[src/rtl/apb_sat_cnt.sv]
// Saturating up-counter with synchronous clear.
//   clk, rst : clock and asynchronous active-high reset
//   clr      : synchronous clear; an increment on the same edge loads 1
//   inc      : count enable
//   cnt      : current count, sticks at all-ones
module apb_sat_cnt #(
  parameter int W = 16
) (
  input  logic         clk,
  input  logic         rst,
  input  logic         clr,
  input  logic         inc,
  output logic [W-1:0] cnt
);

  localparam logic [W-1:0] ONE = {{(W-1){1'b0}}, 1'b1};
  localparam logic [W-1:0] MAX = {W{1'b1}};

  logic [W-1:0] cnt_d;
  logic [W-1:0] cnt_q;

  // Next count: clear wins over hold, but a coincident increment still counts.
  always_comb begin
    cnt_d = cnt_q;
    if (clr) begin
      cnt_d = inc ? ONE : {W{1'b0}};
    end else if (inc && (cnt_q != MAX)) begin
      cnt_d = cnt_q + ONE;
    end else begin
      cnt_d = cnt_q;
    end
  end

  // Count register.
  always_ff @(posedge clk or posedge rst) begin
    if (rst) begin
      cnt_q <= {W{1'b0}};
    end else begin
      cnt_q <= cnt_d;
    end
  end

  assign cnt = cnt_q;

endmodule

[config.mk]
export PLATFORM = sky130hd
export DESIGN_NAME = apb_sat_cnt
export DESIGN_NICKNAME = d
export VERILOG_FILES = /design/src/rtl/apb_sat_cnt.sv
export SDC_FILE = /design/constraint.sdc
export NUM_CORES = 1
export LEC_CHECK = 0
export ABC_AREA = 1
export CORE_AREA = 2 2 72 67
export CTS_CLUSTER_DIAMETER = 100
export DETAILED_ROUTE_END_ITERATION = 12
export DIE_AREA = 0 0 74 69
export GPL_ROUTABILITY_DRIVEN = 0
export GPL_TIMING_DRIVEN = 0
export PLACE_DENSITY = 0.48
export SETUP_SLACK_MARGIN = 0.4
export SLEW_MARGIN = 20
export SYNTH_ARGS = -nofsm -noshare
export SYNTH_HDL_FRONTEND = slang
export SYNTH_SLANG_ARGS = --single-unit
[constraint.sdc]
create_clock -name clk -period 4.2 [get_ports clk]
set_input_delay 0.84 -clock clk [delete_from_list [all_inputs] [get_ports clk]]
set_output_delay 0.84 -clock clk [all_outputs]
set_load 0.005 [all_outputs]
==> results of run 1 <==
-- layout make-up --
type,count,share of cell area [%]
repair buffers,19,13.8
inverters,17,4.64
clock buffers,3,3.00
multi-input cells,122,42.3
flip-flops and latches,16,29.1
well taps,62,5.64
plain buffers,3,1.46
-- synthesized netlist by cell type --
| cell type | number |
|---|---|
| sky130_fd_sc_hd__xnor2_1 | 2 |
| sky130_fd_sc_hd__nor3_1 | 1 |
| sky130_fd_sc_hd__inv_1 | 17 |
| sky130_fd_sc_hd__nand4_1 | 12 |
| sky130_fd_sc_hd__nand2_1 | 59 |
| sky130_fd_sc_hd__nand2_2 | 3 |
| sky130_fd_sc_hd__nor2_1 | 16 |
| sky130_fd_sc_hd__o21ai_0 | 3 |
| sky130_fd_sc_hd__dfrtp_1 | 16 |
| sky130_fd_sc_hd__buf_6 | 1 |
| sky130_fd_sc_hd__a21oi_1 | 2 |
| sky130_fd_sc_hd__nor2_2 | 2 |
| sky130_fd_sc_hd__xor2_1 | 1 |
| sky130_fd_sc_hd__buf_2 | 1 |
| sky130_fd_sc_hd__nand3_1 | 16 |
| sky130_fd_sc_hd__buf_1 | 1 |
| sky130_fd_sc_hd__ha_1 | 1 |
| sky130_fd_sc_hd__nor2_4 | 4 |
-- stage by stage --
stage / setup slack (ps) / total power [W] / instance area (um^2) / hold WS, ps
2_1_floorplan: 2680 / 0.000178 / 1070 / 508
3_3_place_gp: 1820 / 0.000194 / 1330 / 520
3_5_place_dp: 1850 / 0.000194 / 1330 / 520
4_1_cts: 2020 / 0.000315 / 1380 / 538
5_1_grt: 1990 / 0.000328 / 1380 / 588
6_report: 2030 / 0.000306 / 1380 / 531
-- how the worst max path moves through the flow --
stage                       from       to  slack, ps  depth (start not counted)
after floorplan           cnt[0]  cnt[10]       2680                         10
after global placement       clr   cnt[8]       1820                          5
after detailed placement     clr   cnt[8]       1850                          5
after CTS                 cnt[7]   cnt[7]       2020                          1
after global routing      cnt[7]   cnt[7]       1990                          1
final                     cnt[7]   cnt[7]       2030                          1
-- cell families (layout without fill, tap and decap cells) --
logic type	after synthesis	count (layout)	synth area share (%)
buf+inv	20	42	7.86
flops	16	16	37.6
fa+ha+maj	1	1	1.17
compound gates	5	5	2.35
xor+xnor	3	3	2.47
simple gates	113	113	48.6
-- layer usage --
metal	wire, um	global-route usage (%)	part of all wire [%]	up-vias
met4	29	4.85	1.0	0
met3	85	1.75	3.0	2
met5	0	0	0	-
met2	1270	17.0	45	19
li1	-	-	-	551
met1	1460	19.2	51	490
-- tightest hold or removal path, stage by stage (launching register included) --
cell	delay [ps]
sky130_fd_sc_hd__dfrtp_1	380
sky130_fd_sc_hd__nand2_1	60
sky130_fd_sc_hd__nand2_1	50
-- report_power, final --
group          switching [W]  internal (W)   total, W
clock              0.0000522     0.0000635   0.000116
sequential        0.00000358      0.000157   0.000160
combinational      0.0000177     0.0000127  0.0000304
total              0.0000734      0.000233   0.000306
==> metrics, run 1 <==
placement row count=23; Net Count, Synth=163; number of setup buffers added after CTS=0; number of cells in the design after placement=239; sink count of the clock tree=16; peak per-stage delay on the critical path=~560 ps; critical path startpoint category=flop; worst voltage drop across the vdd grid=0.0000996 V; Overflow after GRT=0; Post-Synthesis Cells=roughly 160; number of storage elements in the synthesis netlist=16; combined global-route utilization of all metal layers=between 10% and 20%; post-cts repair resize count=0; initial detailed-routing violation count=42; via/cell ratio=4.39; areal power density over the cells=223 nW/um^2; max-slew violation count=0; number of antenna cells inserted=0; worst-path cell chain=clkdlybuf4s50_1; leakage power total=0.640 nW; number of distinct standard cells referenced by the synthesized netlist=18; total CTS buffers=3; number of flip-flops in the largest register=16; number of levels in the clock H-tree=1; Fillers=484; CTS tree=done; vias in the first global route=between 900 and 1000; Cell Area, Synth=~1100 um^2; worst hold path stage count=2; area occupied by multi-input gates=between 500 and 600 um^2; final worst-path cycle share=51.6%; Hold-fix buffers, CTS=0; half-perimeter wire length after placement=2.13 mm; Floorplan Core Area=4350 um^2; min-delay worst type=reg -> reg; maximum number of pins on one net before global-route repair=17; die span in x=around 74 um; antenna violations before repair=0; data arrival time of the critical path=1330 ps; TritonRoute pass-1 iters=4; R2R Setup Slk=around 2300 ps; register area=400 um^2; slew at the pin closest to its max-slew limit=616 ps; maximum achievable frequency=~460 MHz; worst hold path endpoint=cnt[1]; proportion of layout cells with a drive suffix above 1=7.78%; worst slew slack as a fraction of its limit=58.9%; initial standard-cell utilization of the core=between 20 and 25%; number of top-level design ports=20; clock-pin slew on the worst setup and hold paths=70 ps; later-pin clock latency in the skew report=between 200 and 300 ps; cell with the largest stage delay on the worst path=sky130_fd_sc_hd__clkdlybuf4s50_1; Worst R2R Start=cnt[0]; clk_skew=5.84 ps; final hold vios=0; Nets=187; critical register-to-register path endpoint=cnt[10]; CP endpoint kind=output pin; type of the setup path with the least slack=reg -> out; clock root buffer=sky130_fd_sc_hd__clkbuf_8; largest fanout on the critical path=8; Final Util=between 30% and 40%; Area growth, synth to finish=29.0%; die span in y=69 um; most common cell after layout, fill and taps aside=sky130_fd_sc_hd__nand2_1; CP bufs+invs=1; required time at the worst-slack endpoint=around 3400 ps; first-pass GRT wire length=4.85 mm; most area-consuming cells after synthesis=sky130_fd_sc_hd__dfrtp_1, sky130_fd_sc_hd__nand2_1, sky130_fd_sc_hd__nand3_1, sky130_fd_sc_hd__nand4_1, sky130_fd_sc_hd__inv_1; full die area=5110 um^2; WL final=2.84 mm; Synth Area per Inst=6.75 um^2; top-area cell type share of the netlist area=between 30% and 40%; remaining antenna violation count=0; routed via count=around 1100; cell accounting for the most synthesized area=sky130_fd_sc_hd__dfrtp_1; Clock Tree Buf Depth=2; Yosys warning count=0; drt drc=0; input/output buffers=19; Worst path top cell family by delay=buffers and inverters; cell depth of the worst flop-to-flop path=10; outcome=completed; setup repair after global routing missed its margin=false; commonest non-fill, non-tap cells in the layout=sky130_fd_sc_hd__nand2_1, sky130_fd_sc_hd__clkdlybuf4s50_1, sky130_fd_sc_hd__inv_1; post-synthesis sequential area ratio=between 30 and 40%; Period minus WS final=2170 ps; startpoint of the lowest-slack hold path=cnt[1]; setup TNS=0 ps; Setup Viol. Count Final=0; MaxCap Viol Count=0; wire per inst=11.8 um; non-filler cells in the finished layout=242
Power figures use the tool's default switching activity.
==> inputs of run 2 (changes only) <==
==> constraint.sdc (replaced) <==
create_clock -name clk -period 2.1 [get_ports clk]
set_input_delay 0.42 -clock clk [delete_from_list [all_inputs] [get_ports clk]]
set_output_delay 0.42 -clock clk [all_outputs]
set_load 0.005 [all_outputs]
==> metrics, run 2 (synthesized netlist as in run 1, its figures left out) <==
CP bufs+invs=1 (unchanged); cell with the largest stage delay on the worst path=sky130_fd_sc_hd__clkdlybuf4s50_1; CP endpoint kind=output pin; Worst Setup Slack, final=440 ps (-1590 ps); combined global-route utilization of all metal layers=12.5% (+0.089 points); Worst R2R Start=cnt[0]; maximum achievable frequency=602 MHz; initial detailed-routing violation count=40 (-4.8%); half-perimeter wire length after placement=2.13 mm (unchanged); via/cell ratio=4.41 (+0.52%); R2R Setup Slk=510 ps (-1830 ps); Worst path top cell family by delay=buffers and inverters; MaxCap Viol Count=0 (unchanged); CP Depth=1 (unchanged); final worst-path cycle share=79.0%; WL final=3.00 mm (+5.4%); clock root buffer=sky130_fd_sc_hd__clkbuf_8; worst voltage drop across the vdd grid=0.000177 V (+77%); combinational cell fraction of total power=12.3% (+2.4 points); vias in the first global route=978 (+2.4%); minimum setup slack after placement=173 ps (-1680 ps); critical path startpoint category=flop; peak per-stage delay on the critical path=530 ps (-30 ps); data arrival time of the critical path=1240 ps (-90 ps); setup repair after global routing missed its margin=true; clock-pin slew on the worst setup and hold paths=70 ps (about the same); commonest non-fill, non-tap cells in the layout=sky130_fd_sc_hd__nand2_1, sky130_fd_sc_hd__clkdlybuf4s50_1, sky130_fd_sc_hd__inv_1; routed via count=1094 (+3.0%); die span in y=69 um (unchanged); min-delay worst type=reg -> reg; largest fanout on the critical path=8 (unchanged); total CTS buffers=3 (unchanged); maximum number of pins on one net before global-route repair=17 (unchanged); areal power density over the cells=433 nW/um^2 (+94%); first-pass GRT wire length=4.90 mm (+1.0%); max-slew violation count=0 (unchanged); slew at the pin closest to its max-slew limit=618 ps (+2.23 ps); Fillers=481 (-0.62%); worst setup path startpoint=cnt[7]; later-pin clock latency in the skew report=250 ps (about the same); CTS tree=done; Final Util=33.5% (+1.9 points); leakage power total=0.666 nW (+4.1%); Cell Int Power=0.000478 W (+110%); die span in x=74 um (unchanged); Floorplan Core Area=4350 um^2 (unchanged); number of flip-flops in the largest register=16 (unchanged); number of antenna cells inserted=0 (unchanged); antenna violations before repair=0 (unchanged); outcome=completed; drt drc=0 (unchanged); placement row count=23 (unchanged); proportion of layout cells with a drive suffix above 1=16.7% (+8.9 points); Setup Viol. Count Final=0 (unchanged); setup TNS=0 ps (unchanged); Area growth, synth to finish=36.7%; proportion of power drawn by flip-flops and latches=50.6% (-1.7 points); Clock Tree Buf Depth=2 (unchanged); Clk pwr share=37.0% (-0.8 points); cell depth of the worst flop-to-flop path=10 (unchanged); worst hold path stage count=2 (unchanged); clk_skew=6.87 ps (+1.03 ps); sink count of the clock tree=16 (unchanged); Hold-fix buffers, CTS=0 (unchanged); worst setup path endpoint=cnt[7]; fraction of power spent switching nets=24.3% (+0.34 points); remaining antenna violation count=0 (unchanged); net switching component of the power=0.000153 W (+110%); critical register-to-register path endpoint=cnt[10]; TritonRoute pass-1 iters=4 (unchanged); Nets=193 (+3.2%); Overflow after GRT=0 (unchanged); most common cell after layout, fill and taps aside=sky130_fd_sc_hd__nand2_1; initial standard-cell utilization of the core=24.5% (unchanged); worst slew slack as a fraction of its limit=58.8% (-0.15 points); type of the setup path with the least slack=reg -> out; full die area=5110 um^2 (unchanged); wire per inst=12.1 um (+2.9%); final hold vios=0 (unchanged); number of top-level design ports=20 (unchanged); number of levels in the clock H-tree=1 (unchanged); worst-path cell chain=clkdlybuf4s50_1; input/output buffers=19 (unchanged); required time at the worst-slack endpoint=1680 ps (-1680 ps); Period minus WS final=between 1500 and 2000 ps
==> run 2: through the flow <==
step,instances,instance area [um^2],total power [W],hold WS (ps)
3_3_place_gp,239,1330,0.000388,520
2_1_floorplan,158,1070,0.000357,334
4_1_cts,245,1400,0.000635,538
3_5_place_dp,239,1330,0.000388,520
5_1_grt,248,1460,0.000670,581
6_report,248,1460,0.000631,533
==> run 2: layout make-up <==
cell class	instances	area, um^2	area share (%)
clock buffer	3	41.3	2.83
sequential	16	409	28.1
inverter	17	63.8	4.38
timing repair buffer	25	243	16.7
buffer	3	23.8	1.63
tap	62	77.6	5.32
multi-input combinational	122	599	41.1
==> run 2: power by group through the flow <==
| stage | logic, W | clock network [W] | registers [W] |
|---|---|---|---|
| final | 0.0000779 | 0.000234 | 0.000320 |
| after global routing | 0.0000865 | 0.000263 | 0.000320 |
| after CTS | 0.0000687 | 0.000247 | 0.000319 |
| after detailed placement | 0.0000622 | 0 | 0.000326 |
| after global placement | 0.0000622 | 0 | 0.000326 |
| after floorplan | 0.0000316 | 0 | 0.000325 |
==> run 2: worst min path at each step <==
stage	from	endpoint
after floorplan	rst	cnt[0]
after global placement	cnt[1]	cnt[1]
after detailed placement	cnt[1]	cnt[1]
after CTS	cnt[1]	cnt[1]
after global routing	cnt[6]	cnt[6]
final	cnt[1]	cnt[1]
==> run 2: repair_timing <==
action,4_1_cts,5_1_grt
setup buffers,3,2
cloned,0,1
gates resized for setup,3,15
setup endpoints to repair,16,21
pin swaps,2,8
==> run 2: routing by layer <==
layer	part of all wire [%]	GRT usage (%)
met5	0	0
met4	0.97	4.85
met3	2.9	1.75
met2	45	17.5
met1	51	19.1
